<file path="src/rtl/axi_write_master_pkg.sv">
// rtl/axi_write_master_pkg.sv - shared types, AXI constants and 4 KB helper for axi_write_master
package axi_write_master_pkg;

   typedef enum logic [1:0] {
      IDLE   = 2'd0,
      ACTIVE = 2'd1,
      DONE   = 2'd2
   } state_e;

   localparam logic [1:0] BURST_INCR = 2'b01;
   localparam logic [1:0] RESP_OKAY  = 2'b00;

   // Whole beats that fit between addr and the next 4 KB page boundary.
   function automatic logic [12:0] beats_to_4k(input logic [11:0] addr, input logic [12:0] bytes);
      logic [12:0] span;
      span = 13'h1000 - {1'b0, addr};
      return span / bytes;
   endfunction

endpackage

</file>
<file path="src/rtl/axi_burst_fifo.sv">
// rtl/axi_burst_fifo.sv - burst-length FIFO linking AW issue to W completion
module axi_burst_fifo #(
   parameter int DEPTH = 16
) (
   input  logic       clk,
   input  logic       reset,
   input  logic       push,
   input  logic [7:0] push_len,
   input  logic       pop,
   output logic [7:0] head_len,
   output logic       full,
   output logic       empty
);

   localparam int PTR_W = (DEPTH > 1) ? $clog2(DEPTH) : 1;
   localparam int CNT_W = $clog2(DEPTH) + 1;

   logic [7:0]       mem_q [DEPTH];
   logic [7:0]       mem_d [DEPTH];
   logic [PTR_W-1:0] wr_ptr_q, wr_ptr_d;
   logic [PTR_W-1:0] rd_ptr_q, rd_ptr_d;
   logic [CNT_W-1:0] count_q, count_d;
   logic             do_push, do_pop;

   assign full     = (count_q == CNT_W'(DEPTH));
   assign empty    = (count_q == '0);
   assign head_len = mem_q[rd_ptr_q];

   always_comb begin
      do_push  = push && !full;
      do_pop   = pop && !empty;
      mem_d    = mem_q;
      wr_ptr_d = wr_ptr_q;
      rd_ptr_d = rd_ptr_q;
      count_d  = count_q;
      if (do_push) begin
         mem_d[wr_ptr_q] = push_len;
         wr_ptr_d = (wr_ptr_q == PTR_W'(DEPTH - 1)) ? '0 : wr_ptr_q + PTR_W'(1);
      end
      if (do_pop) begin
         rd_ptr_d = (rd_ptr_q == PTR_W'(DEPTH - 1)) ? '0 : rd_ptr_q + PTR_W'(1);
      end
      case ({do_push, do_pop})
         2'b10:   count_d = count_q + CNT_W'(1);
         2'b01:   count_d = count_q - CNT_W'(1);
         default: count_d = count_q;
      endcase
   end

   always_ff @(posedge clk) begin
      if (reset) begin
         wr_ptr_q <= '0;
         rd_ptr_q <= '0;
         count_q  <= '0;
      end else begin
         wr_ptr_q <= wr_ptr_d;
         rd_ptr_q <= rd_ptr_d;
         count_q  <= count_d;
      end
   end

   always_ff @(posedge clk) begin
      mem_q <= mem_d;
   end

endmodule

</file>
<file path="src/rtl/axi_write_master.sv">
// rtl/axi_write_master.sv - command-driven AXI4 write master splitting a stream into 4 KB-safe INCR bursts
module axi_write_master
   import axi_write_master_pkg::*;
#(
   parameter int C_M_AXI_ADDR_WIDTH = 64,
   parameter int C_M_AXI_DATA_WIDTH = 256,
   parameter int C_XFER_SIZE_WIDTH  = 32,
   parameter int C_MAX_BURST_LEN    = 64,
   parameter int C_MAX_OUTSTANDING  = 16
) (
   input  logic                            clk,
   input  logic                            reset,
   input  logic                            write_out_data,
   input  logic [C_M_AXI_ADDR_WIDTH-1:0]   write_addr,
   input  logic [C_XFER_SIZE_WIDTH-1:0]    out_data_size,
   input  logic [C_M_AXI_DATA_WIDTH-1:0]   out_data,
   input  logic                            out_data_valid,
   output logic                            out_data_ready,
   output logic                            write_done,
   output logic                            write_error,
   output logic                            m_axi_awvalid,
   input  logic                            m_axi_awready,
   output logic [C_M_AXI_ADDR_WIDTH-1:0]   m_axi_awaddr,
   output logic [7:0]                      m_axi_awlen,
   output logic [2:0]                      m_axi_awsize,
   output logic [1:0]                      m_axi_awburst,
   output logic                            m_axi_wvalid,
   input  logic                            m_axi_wready,
   output logic [C_M_AXI_DATA_WIDTH-1:0]   m_axi_wdata,
   output logic [C_M_AXI_DATA_WIDTH/8-1:0] m_axi_wstrb,
   output logic                            m_axi_wlast,
   input  logic                            m_axi_bvalid,
   output logic                            m_axi_bready,
   input  logic [1:0]                      m_axi_bresp
);

   localparam int BYTES = C_M_AXI_DATA_WIDTH / 8;
   localparam int SHIFT = $clog2(BYTES);
   localparam int LB_W  = SHIFT + 1;
   localparam int XW    = C_XFER_SIZE_WIDTH;
   localparam int AW    = C_M_AXI_ADDR_WIDTH;
   localparam logic [BYTES-1:0] STRB_ALL = '1;

   state_e         state_q, state_d;
   logic [AW-1:0]  addr_q, addr_d;
   logic [XW-1:0]  aw_left_q, aw_left_d;
   logic [XW-1:0]  w_left_q, w_left_d;
   logic [XW-1:0]  beat_q, beat_d;
   logic [XW-1:0]  issued_q, issued_d;
   logic [XW-1:0]  resp_q, resp_d;
   logic [LB_W-1:0] last_bytes_q, last_bytes_d;
   logic           error_q, error_d;
   logic           bready_q, bready_d;

   logic [XW-1:0]    to_4k, burst_beats, total_beats;
   logic [SHIFT-1:0] size_rem;
   logic             aw_fire, w_active, w_fire, w_last, b_fire;
   logic             fifo_full, fifo_empty;
   logic [7:0]       fifo_head;

   // Burst length is clipped by what is left, the burst cap and the 4 KB page edge.
   always_comb begin
      to_4k       = XW'(beats_to_4k(addr_q[11:0], 13'(BYTES)));
      burst_beats = aw_left_q;
      if (burst_beats > XW'(C_MAX_BURST_LEN)) burst_beats = XW'(C_MAX_BURST_LEN);
      if (burst_beats > to_4k) burst_beats = to_4k;
   end

   assign m_axi_awvalid = (state_q == ACTIVE) && (aw_left_q != '0) && !fifo_full;
   assign m_axi_awaddr  = addr_q;
   assign m_axi_awlen   = (aw_left_q != '0) ? 8'(burst_beats - XW'(1)) : 8'd0;
   assign m_axi_awsize  = 3'(SHIFT);
   assign m_axi_awburst = BURST_INCR;
   assign aw_fire       = m_axi_awvalid && m_axi_awready;

   assign w_active       = (state_q == ACTIVE) && !fifo_empty;
   assign m_axi_wvalid   = w_active && out_data_valid;
   assign out_data_ready = w_active && m_axi_wready;
   assign m_axi_wdata    = out_data;
   assign w_last         = w_active && (beat_q == XW'(fifo_head));
   assign m_axi_wlast    = w_last;
   assign w_fire         = m_axi_wvalid && m_axi_wready;

   always_comb begin
      m_axi_wstrb = '0;
      if (w_active) begin
         if (w_left_q == XW'(1)) m_axi_wstrb = STRB_ALL >> (LB_W'(BYTES) - last_bytes_q);
         else                    m_axi_wstrb = STRB_ALL;
      end
   end

   assign m_axi_bready = bready_q;
   assign b_fire       = m_axi_bvalid && bready_q && (state_q == ACTIVE);
   assign write_done   = (state_q == DONE);
   assign write_error  = error_q;

   axi_burst_fifo #(
      .DEPTH (C_MAX_OUTSTANDING)
   ) u_burst_fifo (
      .clk      (clk),
      .reset    (reset),
      .push     (aw_fire),
      .push_len (m_axi_awlen),
      .pop      (w_fire && w_last),
      .head_len (fifo_head),
      .full     (fifo_full),
      .empty    (fifo_empty)
   );

   always_comb begin
      state_d      = state_q;
      addr_d       = addr_q;
      aw_left_d    = aw_left_q;
      w_left_d     = w_left_q;
      beat_d       = beat_q;
      issued_d     = issued_q;
      resp_d       = resp_q;
      last_bytes_d = last_bytes_q;
      error_d      = error_q;
      bready_d     = 1'b1;
      size_rem     = out_data_size[SHIFT-1:0];
      total_beats  = (out_data_size >> SHIFT) + XW'(size_rem != '0);
      case (state_q)
         IDLE: begin
            if (write_out_data) begin
               addr_d       = write_addr & ~AW'(BYTES - 1);
               aw_left_d    = total_beats;
               w_left_d     = total_beats;
               beat_d       = '0;
               issued_d     = '0;
               resp_d       = '0;
               error_d      = 1'b0;
               last_bytes_d = (size_rem == '0) ? LB_W'(BYTES) : LB_W'(size_rem);
               state_d      = (total_beats == '0) ? DONE : ACTIVE;
            end
         end
         ACTIVE: begin
            if (aw_fire) begin
               addr_d    = addr_q + (AW'(burst_beats) << SHIFT);
               aw_left_d = aw_left_q - burst_beats;
               issued_d  = issued_q + XW'(1);
            end
            if (w_fire) begin
               w_left_d = w_left_q - XW'(1);
               beat_d   = w_last ? '0 : beat_q + XW'(1);
            end
            if (b_fire) begin
               resp_d = resp_q + XW'(1);
               if (m_axi_bresp != RESP_OKAY) error_d = 1'b1;
            end
            // Looking at next-cycle counts lets done follow the last response by one cycle.
            if ((aw_left_d == '0) && (w_left_d == '0) && (resp_d == issued_d)) state_d = DONE;
         end
         DONE:    state_d = IDLE;
         default: state_d = IDLE;
      endcase
   end

   always_ff @(posedge clk) begin
      if (reset) begin
         state_q      <= IDLE;
         addr_q       <= '0;
         aw_left_q    <= '0;
         w_left_q     <= '0;
         beat_q       <= '0;
         issued_q     <= '0;
         resp_q       <= '0;
         last_bytes_q <= '0;
         error_q      <= 1'b0;
         bready_q     <= 1'b0;
      end else begin
         state_q      <= state_d;
         addr_q       <= addr_d;
         aw_left_q    <= aw_left_d;
         w_left_q     <= w_left_d;
         beat_q       <= beat_d;
         issued_q     <= issued_d;
         resp_q       <= resp_d;
         last_bytes_q <= last_bytes_d;
         error_q      <= error_d;
         bready_q     <= bready_d;
      end
   end

endmodule

</file>
<file path="config.mk">
export PLATFORM = sky130hd
export DESIGN_NAME = axi_write_master
export DESIGN_NICKNAME = d
export VERILOG_FILES = /design/src/rtl/axi_write_master_pkg.sv /design/src/rtl/axi_burst_fifo.sv /design/src/rtl/axi_write_master.sv
export SDC_FILE = /design/constraint.sdc
export NUM_CORES = 1
export LEC_CHECK = 0
export CAP_MARGIN = 40
export CORE_AREA = 2 2 287 289
export CTS_BUF_LIST = sky130_fd_sc_hd__clkbuf_16
export DETAILED_ROUTE_END_ITERATION = 10
export DIE_AREA = 0 0 289 291
export PLACE_DENSITY_LB_ADDON = 0.2
export SYNTH_ARGS = -nofsm -noshare
export SYNTH_HDL_FRONTEND = slang
export SYNTH_SLANG_ARGS = --single-unit
</file>
<file path="constraint.sdc">
create_clock -name clk -period 8.7 [get_ports clk]
set_clock_uncertainty 0.15 [all_clocks]
set_input_delay 0.87 -clock clk [delete_from_list [all_inputs] [get_ports clk]]
set_output_delay 0.87 -clock clk [all_outputs]
set_load 0.1 [all_outputs]
</file>
==> flow_metrics.tcl <==
set metrics [dict create \
    drive_gt1_frac 0.102 \
    io_pins 733 \
    dieWidth_um 289 \
    synth-edff-count 128 \
    max_cap_violations 0 \
    max_slew_margin 0.369 \
    synth_top_cell_by_area "dfxtp_1" \
    hpwl_um 70700 \
    hold_path_class "flip-flop to flip-flop" \
    fin_ws_ns 1.19 \
    ff2ff_setup_slack_ns 1.19 \
    area_growth_pct 17.3 \
    cp_max_fo 8 \
    combPwrFrac 0.352 \
    syn_avg_cell_area_um2 8.50 \
    min_from "write_error" \
    finalNetCount 3586 \
    path_class "flip-flop to flip-flop" \
    yosysUniqueCellTypes 102 \
    grt_max_degree 78 \
    synth_seq_area_share 0.328 \
    switching_power_mw 2.37 \
    min_period_ns 7.51 \
    grtUsageTotal 0.222 \
    cts_buffer_depth 3 \
    io_buffers 205 \
    critical_path_arrival_ns 7.84 \
    viasPerCell 5.46 \
    grt_pass1_wl_um 143000 \
    grt_overflow 0 \
    syn_inst 3115 \
    cts_hold_buf 0 \
    core.rowCount 105 \
    layout_common_cells "nor2_1 (295), nand2_1 (251), dfxtp_1 (241)" \
    clock_power_share 0.315 \
    drt_wl_total_um 96700 \
    p_leak_nw 11.3 \
    setup_viol 0 \
    drt_iter0_markers 1637 \
    synth_area_leaders "dfxtp_1 (18%), edfxtp_1 (15%), buf_4 (7.7%)" \
    vdd.ir_drop.worst_v 0.000168 \
    synth-seq-cells 370 \
    p_int_mw 3.82 \
    die_area_um2 84100 \
    clockRootBuffer "clkbuf_16" \
    preCtsSetupSlack_ns 1.32 \
    r2r_start "aw_left_q[12]" \
    cts_tree "done" \
    layout_commonest_cell "nor2_1" \
    path_clk_slew_ns 0.06 \
    stdcell_count 4238 \
    start_util 0.326 \
    grt_setup_unrepaired "false" \
    netlist.area_leader.share 0.183 \
    dieHeight_um 291 \
    post_cts.repair.setup_buffers 0 \
    n_fill_cell 8204 \
    tightestPinTransition_ns 0.939 \
    vias 23200 \
    hold_violations 0 \
    min_period_over_period 0.863 \
    critPathLaunchType "flip-flop" \
    crit_start "aw_left_q[12]" \
    critPathRequiredTime_ns 9.03 \
    syn_area_um2 26500 \
    final_max_slew_viol_count 0 \
    htreeDepth 2 \
    design_power_total_mw 6.18 \
    post_drt_wl_per_cell_um 22.8 \
    core-area_um2 81200 \
    setup_tns_ns 0 \
    first_pass_iters 6 \
    seq_power_share 0.333 \
    drc_errors 0 \
    dpl.cell_count 4149 \
    grt_pass1_vias 22000 \
    gp_congestion 0.866 \
    cp-end-kind "flip-flop" \
    ant_nets 0 \
    swShare 0.382 \
    antenna_found_initial 11 \
    cts_sinks 370 \
    cts_resized 0 \
    status "completed" \
    p_per_area_nw_per_um2 199 \
    fmax_ghz 0.133 \
    cts_made_buffers 46 \
    clk_latency_ns 0.61 \
    synth-warning-count 0 \
    async_reset_ff_frac 0 \
    ys_dominant_reg_cell "dfxtp_1" \
]
-- metal layers --
layer,vias to the layer above,share of wire,GRT usage
met5,-,0.0030,0.0157
li1,11100,-,-
met3,177,0.097,0.0823
met1,11000,0.43,0.289
met2,812,0.43,0.336
met4,24,0.036,0.0772
-- cells in the mapped netlist, types with 31 or more instances --
cell type	number
clkbuf_1	125
nor2_1	299
nand4_1	57
nand3_1	92
xor2_1	64
nor3_1	82
a21oi_1	230
a31oi_1	52
mux4_2	38
xnor2_1	127
o21ai_0	138
nand2_1	253
inv_1	72
edfxtp_1	128
buf_4	273
a211oi_1	47
dfxtp_1	242
and3_1	47
a21o_1	45
nor4_1	54
and2_1	31
o211ai_1	38
ha_1	95
-- worst max-delay path, stage by stage (launching register included) --
cell	delay [ns]
dfxtp_1	0.37
nor4_1	0.34
nand4_1	0.35
or2_2	0.42
nor2_1	0.27
and2_1	0.21
ha_1	0.24
nor2b_1	0.13
o21a_1	0.16
o21a_1	0.16
o21ai_0	0.15
a21oi_1	0.10
o31ai_2	0.33
buf_4	0.24
mux2i_1	0.51
inv_1	0.10
ha_1	0.33
a21oi_1	0.12
o21ai_0	0.28
a41o_1	0.33
a31oi_1	0.19
a21oi_1	0.41
a31oi_1	0.15
buf_4	0.18
or3_1	0.41
nor2_1	0.26
a311oi_1	0.13
a2111oi_0	0.35
-- through the flow --
step	hold WS (ns)	utilization	instance area, um2
2_1_floorplan	0.298	-	26700
3_3_place_gp	0.301	0.341	27700
3_5_place_dp	0.304	0.364	29600
4_1_cts	0.312	0.383	31100
5_1_grt	0.333	0.383	31100
6_report	0.303	0.383	31100
-- flip-flops by register name (all words and copies together), names as in the netlist, 5 cells and up --
register and cells:
aw_left_q 32, u_burst_fifo.count_q 5, issued_q 32, w_left_q 32
u_burst_fifo.mem_q 128, m_axi_awaddr 59, beat_q 32, resp_q 32
last_bytes_q 6
-- cell families after synthesis --
group / count (synthesis) / share of synthesized area
adder cells (fa/ha/maj): 98 / 0.0471
other: 2 / 0.000283
XOR/XNOR: 198 / 0.0690
buffers and inverters: 515 / 0.114
flip-flops: 370 / 0.328
multiplexers: 72 / 0.0455
AO/OA/AOI/OAI: 763 / 0.185
AND/OR/NAND/NOR: 1097 / 0.211
-- cell type report --
cell class              instances  area (um2)  share of cell area
clock buffers                  46        1150              0.0370
clock inverters                39         347              0.0111
diodes                          4        10.0            0.000322
inverters                      74         278             0.00894
well taps                    1070        1340              0.0431
flip-flops and latches        370        8690               0.280
repair buffers                349        4230               0.136
multi-input cells            2286       15000               0.484
-- power groups by stage --
stage | combinational (mW) | sequential [mW] | clock, mW
floorplan | 1.76 | 2.30 | 0
global placement | 2.01 | 2.10 | 0
detailed placement | 2.18 | 2.10 | 0
CTS | 2.18 | 2.06 | 2.00
global route | 2.34 | 2.07 | 2.06
finish | 2.18 | 2.06 | 1.95
-- path summary, 6_finish.rpt --
| check | end | cells past startpoint |
|---|---|---|
| min | write_error | 2 |
| max reg2reg | m_axi_awaddr[61] | 27 |
| min reg2reg | write_error | 2 |
| max | m_axi_awaddr[61] | 27 |
(Power assumes the default switching activity.)
